==> config.mk <==
export PLATFORM = sky130hd
export DESIGN_NAME = sram_arbiter
export DESIGN_NICKNAME = d
export VERILOG_FILES = /design/src/rtl/sram_arbiter.sv
export SDC_FILE = /design/constraint.sdc
export NUM_CORES = 1
export LEC_CHECK = 0
export ABC_AREA = 1
export ABC_CLOCK_PERIOD_IN_PS = 2400
export CORE_MARGIN = 2
export CORE_UTILIZATION = 30
export DETAILED_ROUTE_END_ITERATION = 6
export DONT_BUFFER_PORTS = 1
export PLACE_DENSITY_LB_ADDON = 0.3
export SYNTH_ARGS = -nofsm -noshare
export SYNTH_HDL_FRONTEND = slang
export SYNTH_SLANG_ARGS = --single-unit
==> constraint.sdc <==
create_clock -name clk -period 2.4 [get_ports clk]
set_clock_uncertainty 0.2 [all_clocks]
set_input_delay 0.36 -clock clk [delete_from_list [all_inputs] [get_ports clk]]
set_output_delay 0.36 -clock clk [all_outputs]
set_load 0.02 [all_outputs]
==> src/rtl/sram_arbiter.sv <==
// sram_arbiter: shares one SRAM between a DDS read window (priority) and a host load/readback port
module sram_arbiter #(
  parameter int AW    = 16,
  parameter int DW    = 16,
  parameter int CNT_W = 8
) (
  input  logic             clk,
  input  logic             rst_n,
  input  logic             dds_go,
  input  logic [AW-1:0]    dds_addr,
  output logic [DW-1:0]    dds_data,
  input  logic             host_req,
  input  logic             host_we,
  input  logic [AW-1:0]    host_addr,
  input  logic [DW-1:0]    host_wdata,
  output logic             host_ack,
  output logic [DW-1:0]    host_rdata,
  output logic [CNT_W-1:0] preempt_cnt,
  output logic [AW-1:0]    sram_addr,
  output logic [DW-1:0]    sram_dq_o,
  output logic             sram_dq_oe,
  input  logic [DW-1:0]    sram_dq_i,
  output logic             sram_ce_n,
  output logic             sram_oe_n,
  output logic             sram_we_n
);
  typedef enum logic [2:0] {IDLE, R1, R2, W1, W2, W3, PEND} state_t;
  state_t           state_q, state_d;
  logic             go_q;
  logic [1:0]       win_q, win_d;
  logic             ack_q, ack_d;
  logic [DW-1:0]    rdata_q, rdata_d;
  logic [CNT_W-1:0] pre_q, pre_d;
  logic             we_q, we_d;
  logic [AW-1:0]    haddr_q, haddr_d;
  logic [DW-1:0]    wdata_q, wdata_d;
  logic [AW-1:0]    saddr_q;
  logic             go_edge, win_on, free, abort;
  assign go_edge     = dds_go & ~go_q;
  assign win_on      = win_q != 2'd0;
  assign win_d       = go_edge ? 2'd2 : (win_on ? win_q - 2'd1 : 2'd0);
  // the host may only start a cycle that the window will not occupy
  assign free        = win_d == 2'd0;
  assign dds_data    = sram_dq_i;
  assign host_ack    = ack_q;
  assign host_rdata  = rdata_q;
  assign preempt_cnt = pre_q;
  // host FSM: accept, run the access, abort to PEND on a go edge and replay
  always_comb begin
    state_d = state_q;
    ack_d   = 1'b0;
    abort   = 1'b0;
    we_d    = we_q;
    haddr_d = haddr_q;
    wdata_d = wdata_q;
    rdata_d = rdata_q;
    case (state_q)
      IDLE: if (host_req && free) begin
        we_d    = host_we;
        haddr_d = host_addr;
        wdata_d = host_wdata;
        state_d = host_we ? W1 : R1;
      end
      R1: begin
        abort   = go_edge;
        state_d = go_edge ? PEND : R2;
      end
      R2: begin
        rdata_d = sram_dq_i;
        ack_d   = 1'b1;
        state_d = IDLE;
      end
      W1: begin
        abort   = go_edge;
        state_d = go_edge ? PEND : W2;
      end
      W2: begin
        abort   = go_edge;
        state_d = go_edge ? PEND : W3;
      end
      W3: begin
        ack_d   = 1'b1;
        state_d = IDLE;
      end
      PEND: state_d = free ? (we_q ? W1 : R1) : PEND;
      default: state_d = IDLE;
    endcase
    pre_d = (abort && !(&pre_q)) ? pre_q + 1'b1 : pre_q;
  end
  // SRAM pin decode: window wins, then the host access, else idle with address held
  always_comb begin
    sram_addr  = saddr_q;
    sram_dq_o  = wdata_q;
    sram_dq_oe = 1'b0;
    sram_ce_n  = 1'b1;
    sram_oe_n  = 1'b1;
    sram_we_n  = 1'b1;
    if (win_on) begin
      sram_addr = dds_addr;
      sram_ce_n = 1'b0;
      sram_oe_n = 1'b0;
    end else if (state_q == R1 || state_q == R2) begin
      sram_addr = haddr_q;
      sram_ce_n = 1'b0;
      sram_oe_n = 1'b0;
    end else if (state_q == W1 || state_q == W2 || state_q == W3) begin
      sram_addr  = haddr_q;
      sram_dq_oe = 1'b1;
      sram_ce_n  = 1'b0;
      sram_we_n  = state_q != W2;
    end
  end
  // state and held registers, cleared immediately by reset
  always_ff @(posedge clk or negedge rst_n) begin
    if (!rst_n) begin
      state_q <= IDLE;
      go_q    <= 1'b0;
      win_q   <= 2'd0;
      ack_q   <= 1'b0;
      rdata_q <= '0;
      pre_q   <= '0;
      we_q    <= 1'b0;
      haddr_q <= '0;
      wdata_q <= '0;
      saddr_q <= '0;
    end else begin
      state_q <= state_d;
      go_q    <= dds_go;
      win_q   <= win_d;
      ack_q   <= ack_d;
      rdata_q <= rdata_d;
      pre_q   <= pre_d;
      we_q    <= we_d;
      haddr_q <= haddr_d;
      wdata_q <= wdata_d;
      saddr_q <= sram_addr;
    end
  end
endmodule

==> impl_metrics.ini, run 1 <==
[drt]
wl_per_cell_um = 14.3
detail-route-antenna-nets = 0
drc = 0
first_pass_iters = 6
vias = 2971
wl_um = 9200
drt-initial-drc-count = 167
via_per_inst = 4.61

[worst_setup_path]
worstSetupPathType = flip-flop to output port
reg2reg_to = preempt_cnt[7]
path_cells = buf_12 > nand3_2 > nand3_2 > o21ai_1 > nand3_1 > nand2_2
crit_slowest_cell = dfrtp_2
cp_common_cell = nand3_2
crit_family = simple AND/OR/NAND/NOR gates
r2r_cells = 7
critPathArrivalTime_ns = 1.78
setup.worst_path.end_class = output port
cp_num_buf_inv = 1
rrSetupSlack_ns = 0.38
cp_slowest_stage_delay_ns = 0.45
crit_fanout = 9
crit_required_ns = 1.84
startpoint_type = flip-flop
r2r-start = preempt_cnt[0]

[global_route]
overflow = 0
antenna_found_initial = 0
grt_pass1_wl_um = 14200
grt_max_degree = 81
first_global_vias = 2987
track_usage = 0.139

[synth]
synth_cell_types = 28
ys_ff_latch = 80
syn_avg_cell_area_sq_um = 8.87
syn_inst = 424
syn_area_sq_mm = 0.00376
synth_compound_area_frac = 0.0742
ys_seq_area_frac = 0.532
synth_top_family_by_area = simple AND/OR/NAND/NOR gates
synth_top_cell_by_area = dfrtp_1
synth_top_area_share = 0.532
syn_nets = 495
ys_top_cells_by_area = dfrtp_1, nand2_1, nand3_1, o21ai_0, inv_1
yosysWarnings = 0
synth-xor-area-share = 0.0116
synthMuxAreaShare = 0.0479
synth_fa_ha_area_frac = 0.00665
synth-simple-area-share = 0.226

[clock_network]
clock-root-buffer = clkbuf_16
clock_latency_ns = 0.34
clock-sinks = 80
cts_buffers = 9
cts_tree = yes
hold_buffers = 50
cts.clk_slew.worst_paths_ns = 0.06
h-tree-depth = 3
clock_path_buffers = 2

[floorplanning]
rows = 40
dieArea_sq_mm = 0.0135
pin_count = 146
coreArea_sq_mm = 0.0121
die_w_um = 116
die_h_um = 116
start_util = 0.311

[min_path]
worstHoldPathType = primary input to asynchronous set/reset pin

[flow_run]
drv_cap = 0

[sta]
final_hold_viol_count = 80
worst_pin_slew_ns = 0.543
rsz0062_at_grt = true
hold-worst-slack_ns = -0.484
finalCriticalPeriod_ns = 2.34
slew-limit-headroom = 0.637
setup_viol = 0
finalMaxSlewViolations = 0
max_freq_mhz = 428
finalSetupTns_ns = 0
period_share = 0.975

[final_layout]
regArea_sq_mm = 0.00201
area_growth_syn_to_layout_pct = 28.5
multi_input_area_sq_mm = 0.00148
fill_cells = 1163
fin_area_sq_mm = 0.00483
insertedDiodeCount = 0
nets = 543
drive_gt1_frac = 0.164

[pwr]
peakVddDrop_mv = 0.633
p_leak_uw = 0.00234
p_per_area_mw_per_mm2 = 1310
power_uw = 6350

[placement]
dpl_cell_area_sq_mm = 0.00385
gp_congestion = 0.786
dpl.hpwl_um = 5860
portBuffers = 0

[run_status]
violations = negative hold slack
status = finished, violations left
==> cells in the mapped netlist <==
master    count
nand2_1     125
dfrtp_1      80
inv_1        43
nand3_1      36
o21ai_0      34
o21ai_1      17
buf_4        16
mux2_1        9
nor2_1        8
buf_2         7
mux2_2        7
nand3_2       7
clkbuf_1      4
inv_2         4
nor2_2        4
buf_6         3
xnor2_1       3
a21oi_1       2
ha_1          2
nand2_2       2
nand4_1       2
nor3_1        2
xor2_1        2
nand2_4       1
nand3b_4      1
nor2_4        1
o21bai_1      1
o22ai_1       1
==> placed cells by master (no fill, tap or decap), types with 3 or more instances in the layout <==
cell,n
dfrtp_2,3
nand2_2,18
buf_12,4
dlygate4sd3_1,50
o21ai_1,17
inv_1,43
nor2_4,3
nand3_2,7
nand3_1,35
clkbuf_16,9
nand2_1,108
xnor2_1,3
nor2_1,8
mux2_1,9
mux2_2,7
o21ai_0,34
buf_4,12
dfrtp_1,77
==> kinds of logic after synthesis <==
group	after synthesis
compound gates	55
xor+xnor	5
fa+ha+maj	2
buf+inv	77
flops	80
mux	16
simple gates	189
==> worst max path at each step <==
| stage | end | start | depth (start not counted) | slack, ns |
|---|---|---|---|---|
| floorplan | sram_ce_n | state_q[0] | 5 | 0.39 |
| global placement | sram_addr[5] | state_q[0] | 6 | 0.22 |
| detailed placement | sram_addr[5] | state_q[0] | 6 | 0.17 |
| CTS | sram_addr[5] | state_q[1] | 6 | 0.02 |
| global route | sram_addr[9] | state_q[0] | 6 | -0.02 |
| finish | sram_addr[9] | state_q[0] | 6 | 0.06 |
==> through the flow <==
step / hold slack, ns / std cells / setup WS (ns) / util
6_report: -0.484 / 644 / 0.0612 / 0.399
5_1_grt: -0.512 / 644 / -0.0157 / 0.399
4_1_cts: -0.503 / 638 / 0.0188 / 0.391
3_5_place_dp: -0.134 / 571 / 0.169 / 0.318
3_3_place_gp: -0.133 / 571 / 0.215 / 0.318
2_1_floorplan: -0.136 / 424 / 0.390 / -
==> final cells by class <==
type | instances | area share
clock buffer | 12 | 0.0510
clock inverter | 3 | 0.00880
inverter | 47 | 0.0375
multi-input combinational | 268 | 0.305
sequential | 80 | 0.415
tap | 168 | 0.0435
timing repair buffer | 66 | 0.139
==> flip-flops by register name (all words and copies together) (netlist names) <==
name / cells
haddr_q: 16
host_ack: 1
we_q: 1
sram_dq_o: 16
state_q: 3
preempt_cnt: 8
saddr_q: 16
host_rdata: 16
win_q: 2
go_q: 1
==> timing repair <==
action / CTS / global route
buffers inserted: 2 / 5
pin swaps: 1 / 3
gates resized for setup: 22 / 6
gates cloned: 0 / 1
hold endpoints to repair: 130 / 80
setup endpoints to repair: 18 / 18
==> worst reg2reg max path, delay by kind of cell, from the launching register on <==
| kind | cells | cell delay [ns] |
|---|---|---|
| and+or+nand+nor | 5 | 0.53 |
| adders and majority gates | 1 | 0.24 |
| AOI/OAI and AO/OA | 1 | 0.47 |
| DFF | 1 | 0.51 |
==> per-layer routing <==
layer	global-route usage	vias up	wire [um]	share of wire
met4	0.0675	0	282	0.031
met1	0.162	1364	3780	0.41
met5	0	-	0	0
met2	0.224	149	4310	0.47
met3	0.0544	24	824	0.090
li1	-	1434	-	-
==> power by group <==
part	switching (uW)	internal [uW]	leakage [uW]
clock network	508	826	0.000139
registers	684	1940	0.000982
logic	1470	918	0.00122
total	2670	3690	0.00234
(Power assumes the default switching activity.)
==> inputs of run 2 (changes only) <==
--- a/config.mk
+++ b/config.mk
@@ -12,6 +12,7 @@
 export DETAILED_ROUTE_END_ITERATION = 6
 export DONT_BUFFER_PORTS = 1
 export PLACE_DENSITY_LB_ADDON = 0.3
+export SLEW_MARGIN = 5
 export SYNTH_ARGS = -nofsm -noshare
 export SYNTH_HDL_FRONTEND = slang
 export SYNTH_SLANG_ARGS = --single-unit
==> results of run 2 <==
Same layout as run 1: the final DEF is identical, and so are final timing and power.
